**src/rtl/bus_arbiter.sv**
```systemverilog
// Two-port request arbiter in front of a single-outstanding memory port.
// Port 1 has fixed priority; a loss counter forces port 0 through after STARVE_LIMIT contests.
module bus_arbiter #(
  parameter int ADDR_W       = 32,
  parameter int DATA_W       = 32,
  parameter int STARVE_LIMIT = 4
) (
  input  logic                clk,
  input  logic                rst,
  input  logic                s0_req_valid,
  output logic                s0_req_ready,
  input  logic [ADDR_W-1:0]   s0_addr,
  input  logic                s0_wen,
  input  logic [DATA_W/8-1:0] s0_wstrb,
  input  logic [DATA_W-1:0]   s0_wdata,
  output logic                s0_resp_valid,
  output logic [DATA_W-1:0]   s0_rdata,
  input  logic                s1_req_valid,
  output logic                s1_req_ready,
  input  logic [ADDR_W-1:0]   s1_addr,
  input  logic                s1_wen,
  input  logic [DATA_W/8-1:0] s1_wstrb,
  input  logic [DATA_W-1:0]   s1_wdata,
  output logic                s1_resp_valid,
  output logic [DATA_W-1:0]   s1_rdata,
  output logic                m_req_valid,
  input  logic                m_req_ready,
  output logic [ADDR_W-1:0]   m_addr,
  output logic                m_wen,
  output logic [DATA_W/8-1:0] m_wstrb,
  output logic [DATA_W-1:0]   m_wdata,
  input  logic                m_resp_valid,
  input  logic [DATA_W-1:0]   m_rdata,
  output logic                busy,
  output logic                owner,
  output logic                protocol_error
);
  localparam int CNT_W = (STARVE_LIMIT < 1) ? 1 : $clog2(STARVE_LIMIT + 1);
  localparam logic [CNT_W-1:0] LIMIT = CNT_W'(STARVE_LIMIT);

  localparam logic [1:0] IDLE  = 2'd0;
  localparam logic [1:0] ISSUE = 2'd1;
  localparam logic [1:0] WAIT  = 2'd2;

  logic [1:0]       state;
  logic [CNT_W-1:0] starve_cnt;
  logic             contested;
  logic             win;
  logic             accept;
  logic             resp_fire;

  assign contested = s0_req_valid & s1_req_valid;
  // win = 1 selects port 1
  assign win       = contested ? (starve_cnt < LIMIT) : s1_req_valid;
  // rst gating keeps the ready outputs at 0 while reset is held
  assign accept    = rst & (state == IDLE) & (s0_req_valid | s1_req_valid);
  assign resp_fire = (state == WAIT) & m_resp_valid;

  assign s0_req_ready  = accept & ~win;
  assign s1_req_ready  = accept & win;
  assign s0_resp_valid = resp_fire & ~owner;
  assign s1_resp_valid = resp_fire & owner;
  assign s0_rdata      = s0_resp_valid ? m_rdata : '0;
  assign s1_rdata      = s1_resp_valid ? m_rdata : '0;
  assign m_req_valid   = (state == ISSUE);
  assign busy          = (state != IDLE);

  always_ff @(posedge clk or negedge rst) begin
    if (!rst) begin
      state          <= IDLE;
      owner          <= 1'b0;
      starve_cnt     <= '0;
      protocol_error <= 1'b0;
      m_addr         <= '0;
      m_wen          <= 1'b0;
      m_wstrb        <= '0;
      m_wdata        <= '0;
    end else begin
      // a response outside WAIT is dropped but remembered
      if (m_resp_valid && state != WAIT) protocol_error <= 1'b1;
      case (state)
        IDLE: begin
          if (accept) begin
            m_addr  <= win ? s1_addr  : s0_addr;
            m_wen   <= win ? s1_wen   : s0_wen;
            m_wstrb <= win ? s1_wstrb : s0_wstrb;
            m_wdata <= win ? s1_wdata : s0_wdata;
            owner   <= win;
            state   <= ISSUE;
            if (!win) starve_cnt <= '0;
            else if (contested && starve_cnt < LIMIT) starve_cnt <= starve_cnt + 1'b1;
          end
        end
        ISSUE:   if (m_req_ready) state <= WAIT;
        WAIT:    if (m_resp_valid) state <= IDLE;
        default: state <= IDLE;
      endcase
    end
  end
endmodule

```
**config.mk**
```make
export PLATFORM = sky130hd
export DESIGN_NAME = bus_arbiter
export DESIGN_NICKNAME = d
export VERILOG_FILES = /design/src/rtl/bus_arbiter.sv
export SDC_FILE = /design/constraint.sdc
export NUM_CORES = 1
export LEC_CHECK = 0
export CAP_MARGIN = 20
export CORE_AREA = 2 2 124 126
export DETAILED_ROUTE_END_ITERATION = 8
export DIE_AREA = 0 0 126 128
export PLACE_DENSITY_LB_ADDON = 0.1
export SLEW_MARGIN = 20
export SYNTH_ARGS = -nofsm -noshare
export SYNTH_HDL_FRONTEND = slang
export SYNTH_SLANG_ARGS = --single-unit
export TNS_END_PERCENT = 20
```
**constraint.sdc**
```tcl
create_clock -name clk -period 3.8 [get_ports clk]
set_clock_uncertainty 0.2 [all_clocks]
set_input_delay 0.38 -clock clk [delete_from_list [all_inputs] [get_ports clk]]
set_output_delay 0.38 -clock clk [all_outputs]
set_load 0.02 [all_outputs]
```
; Word level (Yosys, flattened, before mapping)
; Cells that the tools add are included.
[totals]
wordCells = 48
input_bits = 176
reg_bits = 76
output_inout_bits = 141
[op_classes]
n_addsub = 1
n_eq_ne = 7
muxes = 13
reduce_logical = 7
n_bitwise = 11
magnitude_cmp = 1
[ops]
columns = cell, count
row1 = two-way mux 32 bit, 4
row2 = bitwise AND 1 bit, 8
row3 = two-way mux 2 bit, 3
row4 = two-way mux 3 bit, 2
row5 = inequality test 2 bit (second input constant), 3
row6 = case mux 2 bit (3 select lines), 1
row7 = AND reduction 3 bit, 2
row8 = two-way mux 4 bit, 1
row9 = inequality test 2 x 1 -> 1 bit (second input constant), 2
row10 = adder 3 x 1 -> 3 bit (second input constant), 1
row11 = < comparator 3 bit (second input constant), 1
row12 = == test 2 x 1 -> 1 bit (second input constant), 1
row13 = == test 2 bit (second input constant), 1
row14 = logical AND 1 bit, 2
row15 = zero test 2 bit, 1
row16 = two-way mux 1 bit, 2
row17 = inverter 1 bit, 2
row18 = AND reduction 2 bit, 1
row19 = nonzero test 2 bit, 1
row20 = bitwise OR 1 bit, 1

; Depth between registers and ports, before layout
[logic_depth]
depth_word = 5
mapped_depth = 5
mapped_depth_nobuf = 4

; Worst setup path after synthesis
; OpenSTA, ideal clock, no wires.
[synth_timing]
path_kind = register -> output
start = register state[0]
end = output s0_rdata[22]
path_stages_with_launch = 5
slack_ns = 1.729
n_path_buf = 1
arrival_time_ns = 1.491
t_required_ns = 3.220
cell_sequence = dfrtp_1 -> nand2b_1 -> nor3b_2 -> clkbuf_1 -> and2_1
[synth_via]
elab_chain_len = 4
[synth_rtl]
columns = item, line_no
row1 = start: declaration, 45  ; logic [1:0] state;
row2 = start signal: assignment, 70  ; state <= IDLE;
row3 = start signal: assignment, 89  ; state <= ISSUE;
row4 = start signal: assignment, 94  ; ISSUE: if (m_req_ready) state <= WAIT;
row5 = == test 2 bit, 57  ; assign resp_fire = (state == WAIT) & m_resp_valid;
row6 = bitwise AND 1 bit, 57
row7 = bitwise AND 1 bit, 61  ; assign s0_resp_valid = resp_fire & ~owner;
row8 = via s0_resp_valid, 16  ; output logic s0_resp_valid,
row9 = two-way mux 32 bit, 63  ; assign s0_rdata = s0_resp_valid ? m_rdata : '0;
row10 = end: declaration, 17  ; output logic [DATA_W-1:0] s0_rdata,
; The timed path passes the listed nets, and every way through them passes these cells.

; Worst setup path after layout
[layout_timing]
start = register state[0]
end = output s1_req_ready
[layout_via]
elab_chain_len = 4
[layout_rtl]
columns = item, line_no
row1 = zero test 2 bit, 56  ; assign accept = rst & (state == IDLE) & (s0_req_valid | s1_req_valid);
row2 = bitwise AND 1 bit (2 in series), 56
row3 = bitwise AND 1 bit, 60  ; assign s1_req_ready = accept & win;
row4 = end: declaration, 19  ; output logic s1_req_ready,
; Every way passes these cells.

==> summary.md <==
| Metric | Value |
|---|---|
| Sum Neg Setup Slack | 0 ns |
| Leak pwr | 3.24 nW |
| Minimum setup slack after placement | ~0.94 ns |
| Total iterations of the first detailed-routing run | 4 |
| Finish-stage setup viols | 0 |
| Routability congestion estimate from global placement | 0.804 |
| CP Max Fanout | 24 |
| Synthesized flop and latch total | 76 |
| Reg2Reg Setup Slack | 1.60 ns |
| Mapped Area | 3810 um^2 |
| Max Cap Violations | 0 |
| Share of synthesized area occupied by flip-flops and latches | 50.0% |
| Largest cells by area after synthesis | sky130_fd_sc_hd__dfrtp_1 (50%), sky130_fd_sc_hd__a221o_1 (18%), sky130_fd_sc_hd__and3_1 (12%) |
| Largest net degree at the start of global routing | 77 |
| Power per Cell Area | 616 nW/um^2 |
| Instance area at placement | 7110 um^2 |
| Critical path startpoint category | flip-flop |
| Top cell types by occurrence after synthesis | sky130_fd_sc_hd__dfrtp_1 (76), sky130_fd_sc_hd__and3_1 (70), sky130_fd_sc_hd__a221o_1 (69) |
| Critical-path cell list | nor3b_2 > and3_2 > clkdlybuf4s50_1 |
| X dimension of the die | 126 um |
| Via count of the first global-routing pass | 4,133 |
| Summed area of non-filler cells in the final layout | approximately 7400 um^2 |
| Total inserted antenna cells | 0 |
| Setup repair after global routing missed its margin | false |
| Port bufs | approximately 320 |
| Antenna violations before repair | 0 |
| Pins Over Slew Limit | 0 |
| Fin cells | 830 |
| Maximum buffer depth of the clock tree | 2 |
| Initial drt markers | 115 |
| Status | complete, but fails checks |
| CTS resizes | 0 |
| Number of different library cells in the post-synthesis netlist | 24 |
| Post-synth EDFFs | 0 |
| Core Footprint | between 10,000 and 15,000 um^2 |
| Via count | around 4.0k |
| Number of placed I/O pins | 317 |
| Worst skew pair latency | 0.34 ns |
| Hold violation count in the final report | 17 |
| Post-synthesis net count | 516 |
| Avg Inst Size Synth | 11.2 um^2 |
| Num rows | 45 |
| Most used DFF post-synth | sky130_fd_sc_hd__dfrtp_1 |
| Cts hold-fix bufs | 0 |
| Number of buffers created by CTS | 9 |
| Slew at the pin closest to its max-slew limit | a little over 0.7 ns |
| DRC Markers | 0 |
| Async S/R FF share, synth | 100% |
| Data arrival time of the worst path | 2.42 ns |
| Ratio of cells with drive above 1 in the final layout | 4.83% |
| Synth Instances | 339 |
| Hpwl dp | 11.1 mm |
| Post-route core utilization | 49.8% |
| Critical path start-end classification | reg -> out |
| Crit path max-delay family | simple AND/OR/NAND/NOR gates |
| Highest attainable clock frequency | 333 MHz |
| Clk Tree Root Cell | sky130_fd_sc_hd__clkbuf_16 |
| Share of Yosys cell area claimed by the top area cell type | 50.0% |
| Time the worst path needs with I/O delays and setup | about 3 ns |
| Max transition margin | 52.0% |
| Period utilisation layout | 78.9% |
| Slowest cell on crit path | sky130_fd_sc_hd__clkdlybuf4s50_1 |
| Area growth, synth to finish | 94.5% |
| Synthesis Warnings | 0 |
| TritonCTS clock tree | yes |
| Num Clock Sinks | 76 |
| Largest stage delay, worst path | 0.70 ns |
| Number of nets in the final layout | 814 |
| Total number of H-tree levels | 3 |
| HP Class | in -> async |
| Worst hold margin | -0.0255 ns |
| Global Route Usage Sum | between 10% and 20% |
| Wire length of the first global-routing pass | 23.5 mm |
| Worst setup margin | approximately 0.80 ns |
| Count of nets left with antenna violations after detail routing | 0 |
| Cell accounting for the most synthesized area | sky130_fd_sc_hd__dfrtp_1 |
| Total routed wirelength | 15.4 mm |
| Register clock-pin slew on the reported worst setup and hold paths | 0.06 ns |
| Post-CTS repair timing setup buffer count | 0 |
| Final total power | 4.56 mW |
| Max rail drop VDD | 0.287 mV |
| Effective utilization at floorplan | 25.6% |
| Via-per-instance ratio | about 4.9 |
| Endpoint kind of the worst setup timing path | output port |
| Worst EP required | 3.22 ns |
| Average routed wire per standard cell | ~19 um |
| Number of cells in the design after placement | around 810 |
| Overflow after GRT | 0 |
| Number of buffer and inverter stages on the critical path | 1 |
| Most repeated cell in the gate-level netlist after synthesis | sky130_fd_sc_hd__dfrtp_1 |
| Chip Height | 128 um |
| Failing checks | negative hold slack |
| Floorplan die area | 16,100 um^2 |
layout by cell type, fill, tap and decap left out, types with 2 or more instances in the layout:
cell                                n
sky130_fd_sc_hd__a21o_1             2
sky130_fd_sc_hd__a221o_1           69
sky130_fd_sc_hd__and2_1            65
sky130_fd_sc_hd__and3_1            69
sky130_fd_sc_hd__buf_12             2
sky130_fd_sc_hd__buf_4              5
sky130_fd_sc_hd__clkbuf_16          9
sky130_fd_sc_hd__clkdlybuf4s50_1  315
sky130_fd_sc_hd__dfrtp_1           76
sky130_fd_sc_hd__inv_6              4
sky130_fd_sc_hd__inv_8              2
sky130_fd_sc_hd__nand2_1            3
sky130_fd_sc_hd__nand2b_1           2
sky130_fd_sc_hd__nor3b_2            2
sky130_fd_sc_hd__o21ai_0            2
layer usage:
layer	up-vias	wire [um]	global-route usage, %
met3	15	1260	5.72
met5	-	0	0
met1	1933	5910	21.8
li1	1891	-	-
met2	194	8020	33.1
met4	0	252	5.62
cell families (layout without fill, tap and decap cells):
| group | Yosys count | after routing | share of synthesized area [%] |
|---|---|---|---|
| simple gates | 148 | 148 | 24.6 |
| compound gates | 76 | 76 | 19.4 |
| flops | 76 | 76 | 50.0 |
| buf+inv | 37 | 340 | 5.39 |
| fa+ha+maj | 1 | 1 | 0.329 |
| mux | 1 | 1 | 0.263 |
registers in the layout, indices dropped and copies added, names as in the netlist:
signal and flops:
state 2, starve_cnt 3, m_addr 32, owner 1, protocol_error 1, m_wen 1, m_wdata 32, m_wstrb 4
final cells by class:
type	instances	area (um^2)
clock buffers	9	225
clock inverters	7	65.1
fillers	1360	7460
inverters	1	3.75
multi-input cells	226	1730
flip-flops and latches	76	1900
well taps	188	235
repair buffers	323	3240
path summary, 6_finish.rpt:
| path | cells past startpoint | end | from |
|---|---|---|---|
| setup / recovery | 3 | s1_req_ready | state[0]$_DFFE_PN0P_ |
| hold / removal | 2 | starve_cnt[2]$_DFFE_PN0P_ | rst |
| setup reg to reg | 4 | m_wdata[18]$_DFFE_PN0P_ | state[0]$_DFFE_PN0P_ |
| hold reg to reg | 1 | protocol_error$_DFFE_PN0P_ | protocol_error$_DFFE_PN0P_ |
| max in group asynchronous | 2 | m_addr[28]$_DFFE_PN0P_ | rst |
| min in group clk | 1 | protocol_error$_DFFE_PN0P_ | protocol_error$_DFFE_PN0P_ |
power breakdown:
| group | internal [mW] | switching, mW | total, mW | leakage, nW |
|---|---|---|---|---|
| registers | 1.18 | 0.235 | 1.41 | 0.942 |
| clock network | 0.461 | 0.389 | 0.850 | 0.141 |
| logic | 1.22 | 1.08 | 2.30 | 2.16 |
Power figures use the tool's default switching activity.
